--- src/rtl/ras_ctrl.sv ---
// ras_ctrl: decodes call/return into RAS push/pop (issued 1 cycle after accept), logs speculative ops, undoes them youngest-first on flush.
// Backpressure: if_ready low while repairing, during flush, or when log+stage would exceed LOG_DEPTH. RV32C decode under RAS_CTRL_RVC_EN.
module ras_ctrl #(
  parameter int LOG_DEPTH = 8,
  parameter bit LINK_X5   = 1'b1
) (
  input  logic        clk,
  input  logic        rstn,
  input  logic        if_valid,
  output logic        if_ready,
  input  logic [31:0] if_pc,
  input  logic [31:0] if_inst,
  input  logic        commit,
  input  logic        flush,
  output logic        ras_push,
  output logic        ras_pop,
  output logic [31:0] ras_din,
  input  logic [31:0] ras_dout,
  output logic        pred_valid,
  output logic [31:0] pred_target,
  output logic        busy
);

  localparam int LW = $clog2(LOG_DEPTH);
  localparam int CW = LW + 1;

  typedef enum logic [1:0] {OP_NONE, OP_PUSH, OP_POP, OP_BOTH} op_t;
  typedef enum logic {IDLE, REPAIR} state_t;

  state_t        state, state_n;
  logic          stage_vld;
  op_t           stage_op;
  logic [31:0]   stage_link;
  op_t           log_op    [LOG_DEPTH];
  logic [31:0]   log_saved [LOG_DEPTH];
  logic [LW-1:0] wr_ptr, yng_ptr;
  logic [CW-1:0] log_count;
  op_t           dec_op;
  logic [31:0]   dec_link;
  logic          rd_l, rs1_l;
  logic          accept, issue, retire, undo;
  logic          unused_bits;

  assign unused_bits = ^{if_inst[31:20], if_inst[14:12]};

  function automatic logic is_link(input logic [4:0] r);
    return (r == 5'd1) || (LINK_X5 && (r == 5'd5));
  endfunction

  always_comb begin
    dec_op   = OP_NONE;
    dec_link = if_pc + 32'd4;
    rd_l     = is_link(if_inst[11:7]);
    rs1_l    = is_link(if_inst[19:15]);
    case (if_inst[6:0])
      7'b1101111: if (rd_l) dec_op = OP_PUSH;
      7'b1100111: begin
        if (rd_l && rs1_l)
          dec_op = (if_inst[11:7] != if_inst[19:15]) ? OP_BOTH : OP_PUSH;
        else if (rd_l)
          dec_op = OP_PUSH;
        else if (rs1_l)
          dec_op = OP_POP;
      end
      default: ;
    endcase
`ifdef RAS_CTRL_RVC_EN
    // Compressed encodings override the 32-bit decode and link past a 2-byte instruction
    if (if_inst[1:0] != 2'b11) begin
      dec_op   = OP_NONE;
      dec_link = if_pc + 32'd2;
      if (if_inst[15:13] == 3'b001 && if_inst[1:0] == 2'b01)
        dec_op = OP_PUSH;
      else if (if_inst[15:12] == 4'b1001 && if_inst[6:2] == 5'd0 &&
               if_inst[11:7] != 5'd0 && if_inst[1:0] == 2'b10)
        dec_op = OP_PUSH;
      else if (if_inst[15:12] == 4'b1000 && if_inst[6:2] == 5'd0 &&
               is_link(if_inst[11:7]) && if_inst[1:0] == 2'b10)
        dec_op = OP_POP;
    end
`endif
  end

  assign if_ready = (state == IDLE) && !flush &&
                    ((32'(log_count) + 32'(stage_vld)) < LOG_DEPTH);
  assign accept   = if_valid && if_ready;
  assign issue    = (state == IDLE) && stage_vld && !flush;
  assign retire   = (state == IDLE) && commit && (log_count != '0);
  assign undo     = (state == REPAIR);
  assign yng_ptr  = wr_ptr - LW'(1);

  always_ff @(posedge clk or negedge rstn) begin
    if (!rstn) state <= IDLE;
    else       state <= state_n;
  end

  always_comb begin
    state_n     = state;
    ras_push    = 1'b0;
    ras_pop     = 1'b0;
    ras_din     = '0;
    pred_valid  = 1'b0;
    pred_target = '0;
    busy        = 1'b0;
    case (state)
      IDLE: begin
        if (issue) begin
          case (stage_op)
            OP_PUSH: begin
              ras_push = 1'b1;
              ras_din  = stage_link;
            end
            OP_POP: begin
              ras_pop     = 1'b1;
              pred_valid  = 1'b1;
              pred_target = ras_dout;
            end
            OP_BOTH: begin
              ras_push    = 1'b1;
              ras_pop     = 1'b1;
              ras_din     = stage_link;
              pred_valid  = 1'b1;
              pred_target = ras_dout;
            end
            default: ;
          endcase
        end
        // A same-cycle commit retires first; only a non-empty remainder needs repair
        if (flush && ((log_count - CW'(retire)) != '0)) state_n = REPAIR;
      end
      REPAIR: begin
        busy = 1'b1;
        case (log_op[yng_ptr])
          OP_PUSH: ras_pop = 1'b1;
          OP_POP: begin
            ras_push = 1'b1;
            ras_din  = log_saved[yng_ptr];
          end
          OP_BOTH: begin
            ras_push = 1'b1;
            ras_pop  = 1'b1;
            ras_din  = log_saved[yng_ptr];
          end
          default: ;
        endcase
        if (log_count == CW'(1)) state_n = IDLE;
      end
      default: state_n = IDLE;
    endcase
  end

  // Oldest entry sits at wr_ptr - log_count, so commit only needs to shrink the count
  always_ff @(posedge clk or negedge rstn) begin
    if (!rstn) begin
      stage_vld  <= 1'b0;
      stage_op   <= OP_NONE;
      stage_link <= '0;
      wr_ptr     <= '0;
      log_count  <= '0;
      for (int i = 0; i < LOG_DEPTH; i++) begin
        log_op[i]    <= OP_NONE;
        log_saved[i] <= '0;
      end
    end else begin
      stage_vld <= accept && (dec_op != OP_NONE);
      if (accept) begin
        stage_op   <= dec_op;
        stage_link <= dec_link;
      end
      if (issue) begin
        log_op[wr_ptr]    <= stage_op;
        log_saved[wr_ptr] <= (stage_op == OP_PUSH) ? 32'd0 : ras_dout;
        wr_ptr            <= wr_ptr + LW'(1);
      end else if (undo) begin
        wr_ptr <= yng_ptr;
      end
      log_count <= log_count + CW'(issue) - CW'(retire) - CW'(undo);
    end
  end

endmodule

--- config.mk ---
export PLATFORM = sky130hd
export DESIGN_NAME = ras_ctrl
export DESIGN_NICKNAME = d
export VERILOG_FILES = /design/src/rtl/ras_ctrl.sv
export SDC_FILE = /design/constraint.sdc
export NUM_CORES = 1
export LEC_CHECK = 0
export ABC_AREA = 0
export CAP_MARGIN = 20
export CORE_ASPECT_RATIO = 1.4
export CORE_MARGIN = 4
export CORE_UTILIZATION = 61
export DETAILED_ROUTE_END_ITERATION = 8
export PLACE_DENSITY = 0.89
export SETUP_SLACK_MARGIN = 0.15
export SYNTH_ARGS = -nofsm -noshare
export SYNTH_HDL_FRONTEND = slang
export SYNTH_SLANG_ARGS = --single-unit
--- constraint.sdc ---
create_clock -name clk -period 7 [get_ports clk]
set_clock_uncertainty 0.05 [all_clocks]
set_input_delay 2.1 -clock clk [delete_from_list [all_inputs] [get_ports clk]]
set_output_delay 2.1 -clock clk [all_outputs]
set_load 0.005 [all_outputs]
Yosys cells after proc, flatten, opt, wreduce, memory -nomap -nowiden
Index checks and enable logic that the tools add are counted.
- input port bits: 101
- flip-flop bits (word level): 315
- word-level logic and storage cells: 114
- bitwise operators: 3
- magnitude comparators: 4
- equality and inequality tests: 14
- multiplexer cells: 41
- reductions and logical operators: 22
- add/sub/neg operators: 8
- operators by type and width (kind ; number):
    $mux 32 ; 10
    $bwmux 256 ; 1
    $bmux 32 s3 ; 1
    $demux 32 s3 ; 1
    $pmux 32 s2 ; 1
    $add 32x3->32 const B ; 1
    $bwmux 16 ; 1
    $eq 7x7->1 const B ; 2
    $mux 2 ; 7
    $sub 4x1->4 ; 3
    $logic_and 1x1->1 ; 11
    $mux 1 ; 11
    $eq 5x1->1 const B ; 2
    $eq 5x3->1 const B ; 2
    $eq 2x2->1 const B ; 4
    $ge 4x4->1 const B ; 2
    $not 3->4 ; 2
    $reduce_bool 4->1 ; 2
    $reduce_or 2->1 ; 4
    $bmux 2 s3 ; 1
    $demux 2 s3 ; 1
    $mux 3 ; 2
    $pmux 1 s2 ; 3
    $add 4x1->5 ; 1
    13 further kinds ; 16

Depth between registers and ports, before layout
- depth in word-level cells: 9
- gate-level depth with buffers: 11
- mapped depth without buffers: 11

Least setup slack after synthesis
OpenSTA, ideal clock, no wires.
- kind: in2out
- start: in flush
- end: out ras_din[20]
- stages: 6
- arrival: 3.271 ns
- slack: 1.579 ns
- path buffers: 2
- path through: nor3b_2 and2_0 clkbuf_1 clkbuf_1 nand2_1 o21ai_1
- longest elaborated chain between the ends: 4
- RTL lines (element ; RTL line ; RTL):
    from (decl) ; 14 ; input logic flush,
    $logic_not 1->1 ; 87 ; assign issue = (state == IDLE) && stage_vld && !flush;
    $logic_and 1x1->1 ; 87 ;
    $mux 32 ; 107 ; if (issue) begin
    $pmux 32 s2 ; 105 ; case (state)
    to (decl) ; 17 ; output logic [31:0] ras_din,
Every way passes these cells.

Worst setup path after layout
- start: in flush
- end: out ras_din[11]
The elaborated chain is that of the path after synthesis.

==> key figures <==
Placed design
  – PortBufs: 154
  – Dpl cells: between 1,500 and 2,000
  – Post-DP HPWL: around 26,000 um
  – GP Congestion: 0.871
  – Pre-CTS setup slack: 0.644 ns
  – Placement Cell Area: about 17,000 um^2

Yosys
  – FFs w/ async S/R, synth: 100%
  – Ys flop type: dfrtp_1
  – Post-synthesis cell area: between 10,000 and 15,000 um^2
  – Ys Warns: 0
  – Synthesized net count: ~1,500
  – Synth cell types: 50
  – Avg Cell Area, Syn: between 10 and 15 um^2
  – Syn Inst Count: between 1,000 and 1,500
  – Sequential-to-total area share from yosys stat: 53.6%
  – Post-synth EDFFs: 0
  – Number of synthesized register bits: between 300 and 400

Critical path
  – Critical-path maximum fanout: 33
  – Setup crit end kind: primary output
  – CP Launch Point: flush
  – Most frequent CP cell: clkdlybuf4s50_1
  – Worst Path Required: around 4.9 ns
  – WP data arrival: approximately 4.3 ns
  – Crit-path max cell delay: 0.58 ns
  – Worst r2r src: wr_ptr[0]$_DFFE_PN0P_
  – CP max stage cell: clkdlybuf4s50_1
  – Startpoint Class: input pin
  – Critical-path cell list: clkdlybuf4s50_1 > nor3b_4 > and2_1 > buf_12 > nand2_1 > o21ai_0 > clkdlybuf4s50_1
  – CP Class: input pin to primary output

STA
  – Setup total negative slack: 0 ns
  – Max Clk Rate: between 0.15 and 0.2 GHz
  – Final setup viols: 0
  – Slew headroom: a little under two fifths
  – Slew @ Worst Pin: 0.938 ns
  – Worst hold margin: 0.427 ns
  – Unrepaired setup endpoints after global routing: false
  – Final hold vios: 0
  – Final worst slack: around 0.53 ns
  – Fin crit share: 92.5%
  – Final Critical Period: 6.47 ns
  – Fin. max-slew vios: 0

Status
  – Status: finished clean

Floorplan
  – Full die area: 26,700 um^2
  – Rows: 66
  – Die Width: 139 um
  – Initial Utilization: between 60% and 70%
  – Total core area: 23,500 um^2
  – Boundary Pins: 170
  – Die H: approximately 190 um

Final layout
  – Final Non-Filler Cells: approximately 1,800
  – Antenna Cells: 0
  – Layout cells sized above 1: about an eighth
  – Post-route cell area: 17,400 um^2
  – Most common cell after layout, fill and taps aside: nand2_1
  – Commonest cells after routing, fill and taps aside: nand2_1, dfrtp_1, o21ai_0
  – Final nets: roughly 1,600
  – Synth-to-Final Area Change: 18.5%

Clocking
  – Sink Count: roughly 320
  – Total CTS buffers: 29
  – CTS tree: built
  – Clock latency on the worst-skew pair: approximately 0.54 ns
  – H-tree levels: 1
  – Worst-path clk slew: 0.06 ns
  – Longest Clk Path Bufs: 3
  – Post-CTS Setup Bufs: 0
  – Post-CTS sizing: 0
  – Hold buffers post-CTS: 0
  – Root Buffer: clkbuf_16

Route
  – Via count: 12,200
  – Routed length per instance: 23.2 um
  – Vias per std cell: between 6 and 7
  – Drt drc: 0
  – WL final: ~43,000 um
  – DRT iter0 DRCs: roughly 1,300
  – First-pass DRT Iterations: 5
  – Post-detailed-route count of antenna-violating nets: 0

Worst hold path
  – Hold Path Class: flip-flop to flip-flop
  – HP Start: log_saved[224]$_DFFE_PN0P_

Power
  – PD cells: ~280 nW/um^2
  – Leak: between 7 and 8 nW
  – Peak supply drop: about 260 uV

Global route
  – Vias in the first global route: roughly 13,000
  – Global-route wire length before repair: about 70,000 um
  – All-layer global routing usage: roughly a third
  – Total grt overflow: 0
  – Initial antenna violation count: 1
  – Largest net degree at the start of global routing: 129

Flow run
  – Max Cap Viol: 0
-- path summary, 6_finish.rpt --
| path | to | slack [ns] | cells past startpoint |
|---|---|---|---|
| worst max-delay path | ras_din[11] | 0.53 | 7 |
| worst min-delay path | log_saved[224]$_DFFE_PN0P_ | 0.43 | 2 |
| worst max register to register | log_op[4]$_DFFE_PN0P_ | 3.71 | 4 |
| worst min register to register | log_saved[224]$_DFFE_PN0P_ | 0.43 | 2 |
| max in group asynchronous | log_saved[91]$_DFFE_PN0P_ | 3.87 | 2 |
| min in group asynchronous | log_saved[233]$_DFFE_PN0P_ | 1.59 | 1 |
-- logic make-up (layout without fill, tap and decap cells) --
family | count (synthesis) | count (layout) | share of synthesized area (%)
AOI/OAI and AO/OA | 357 | 357 | 12.5
xor gates and xnor gates | 16 | 16 | 1.00
adders and majority gates | 11 | 11 | 1.04
buffers and inverters | 121 | 247 | 3.25
DFF | 315 | 315 | 53.6
muxes | 130 | 130 | 14.9
and+or+nand+nor | 451 | 451 | 13.6
-- power by group --
| group | internal (mW) | switching [mW] | leakage [nW] |
|---|---|---|---|
| Sequential | 1.93 | 0.155 | 4.33 |
| Combinational | 0.494 | 0.681 | 2.88 |
| Clock | 0.853 | 0.684 | 0.456 |
| Total | 3.28 | 1.52 | 7.67 |
-- synthesized netlist by cell type, drive strengths merged (2+ instances only) --
cell type / count / share of area (%)
nor2b: 3 / 0.13
nor3: 2 / 0.068
clkbuf: 81 / 2.1
mux4: 68 / 10
a31oi: 18 / 0.77
o31ai: 5 / 0.26
and2: 7 / 0.30
and3: 36 / 1.5
or4: 7 / 0.38
dfrtp: 315 / 54
inv: 14 / 0.36
o22ai: 2 / 0.085
nand4: 10 / 0.47
or3: 12 / 0.54
and4: 4 / 0.25
xnor2: 12 / 0.72
nand3: 22 / 0.75
nor3b: 4 / 0.24
nand2b: 3 / 0.13
fa: 2 / 0.27
mux2: 29 / 2.2
nand2: 330 / 8.4
o21ai: 301 / 10
mux2i: 33 / 2.2
a21oi: 26 / 0.89
xor2: 4 / 0.29
buf: 26 / 0.82
nor2: 6 / 0.15
ha: 9 / 0.77
-- sequential cells by signal (all words and copies together) (netlist names) --
name	count
stage_link	32
state	1
log_op	16
log_count	4
stage_vld	1
log_saved	256
wr_ptr	3
stage_op	2
-- stage by stage --
stage	util, %	total power, mW
after floorplan	-	2.87
after global placement	70.4	3.23
after detailed placement	70.4	3.27
after CTS	74.2	4.78
after global routing	74.2	4.98
final	74.2	4.80
-- per-layer routing --
layer	vias to the layer above	part of all wire [%]	GRT usage (%)
li1	5143	-	-
met1	6106	34	40.1
met2	810	50	54.7
met3	189	11	7.87
met4	0	4.7	14.1
met5	-	0	0
-- final cells by class --
class	count	area [um^2]
Clock buffer	43	868
Clock inverter	8	42.5
Fill cell	1460	6040
Inverter	14	52.6
Multi-Input combinational cell	965	6400
Sequential cell	315	7890
Tap cell	306	383
Timing Repair Buffer	182	1780
-- worst max-delay path, delay by kind of cell --
family | cells | cell delay [ns]
AO/OA/AOI/OAI | 1 | 0.17
buffers and inverters | 3 | 1.33
AND/OR/NAND/NOR | 3 | 0.70
Power figures use the tool's default switching activity.
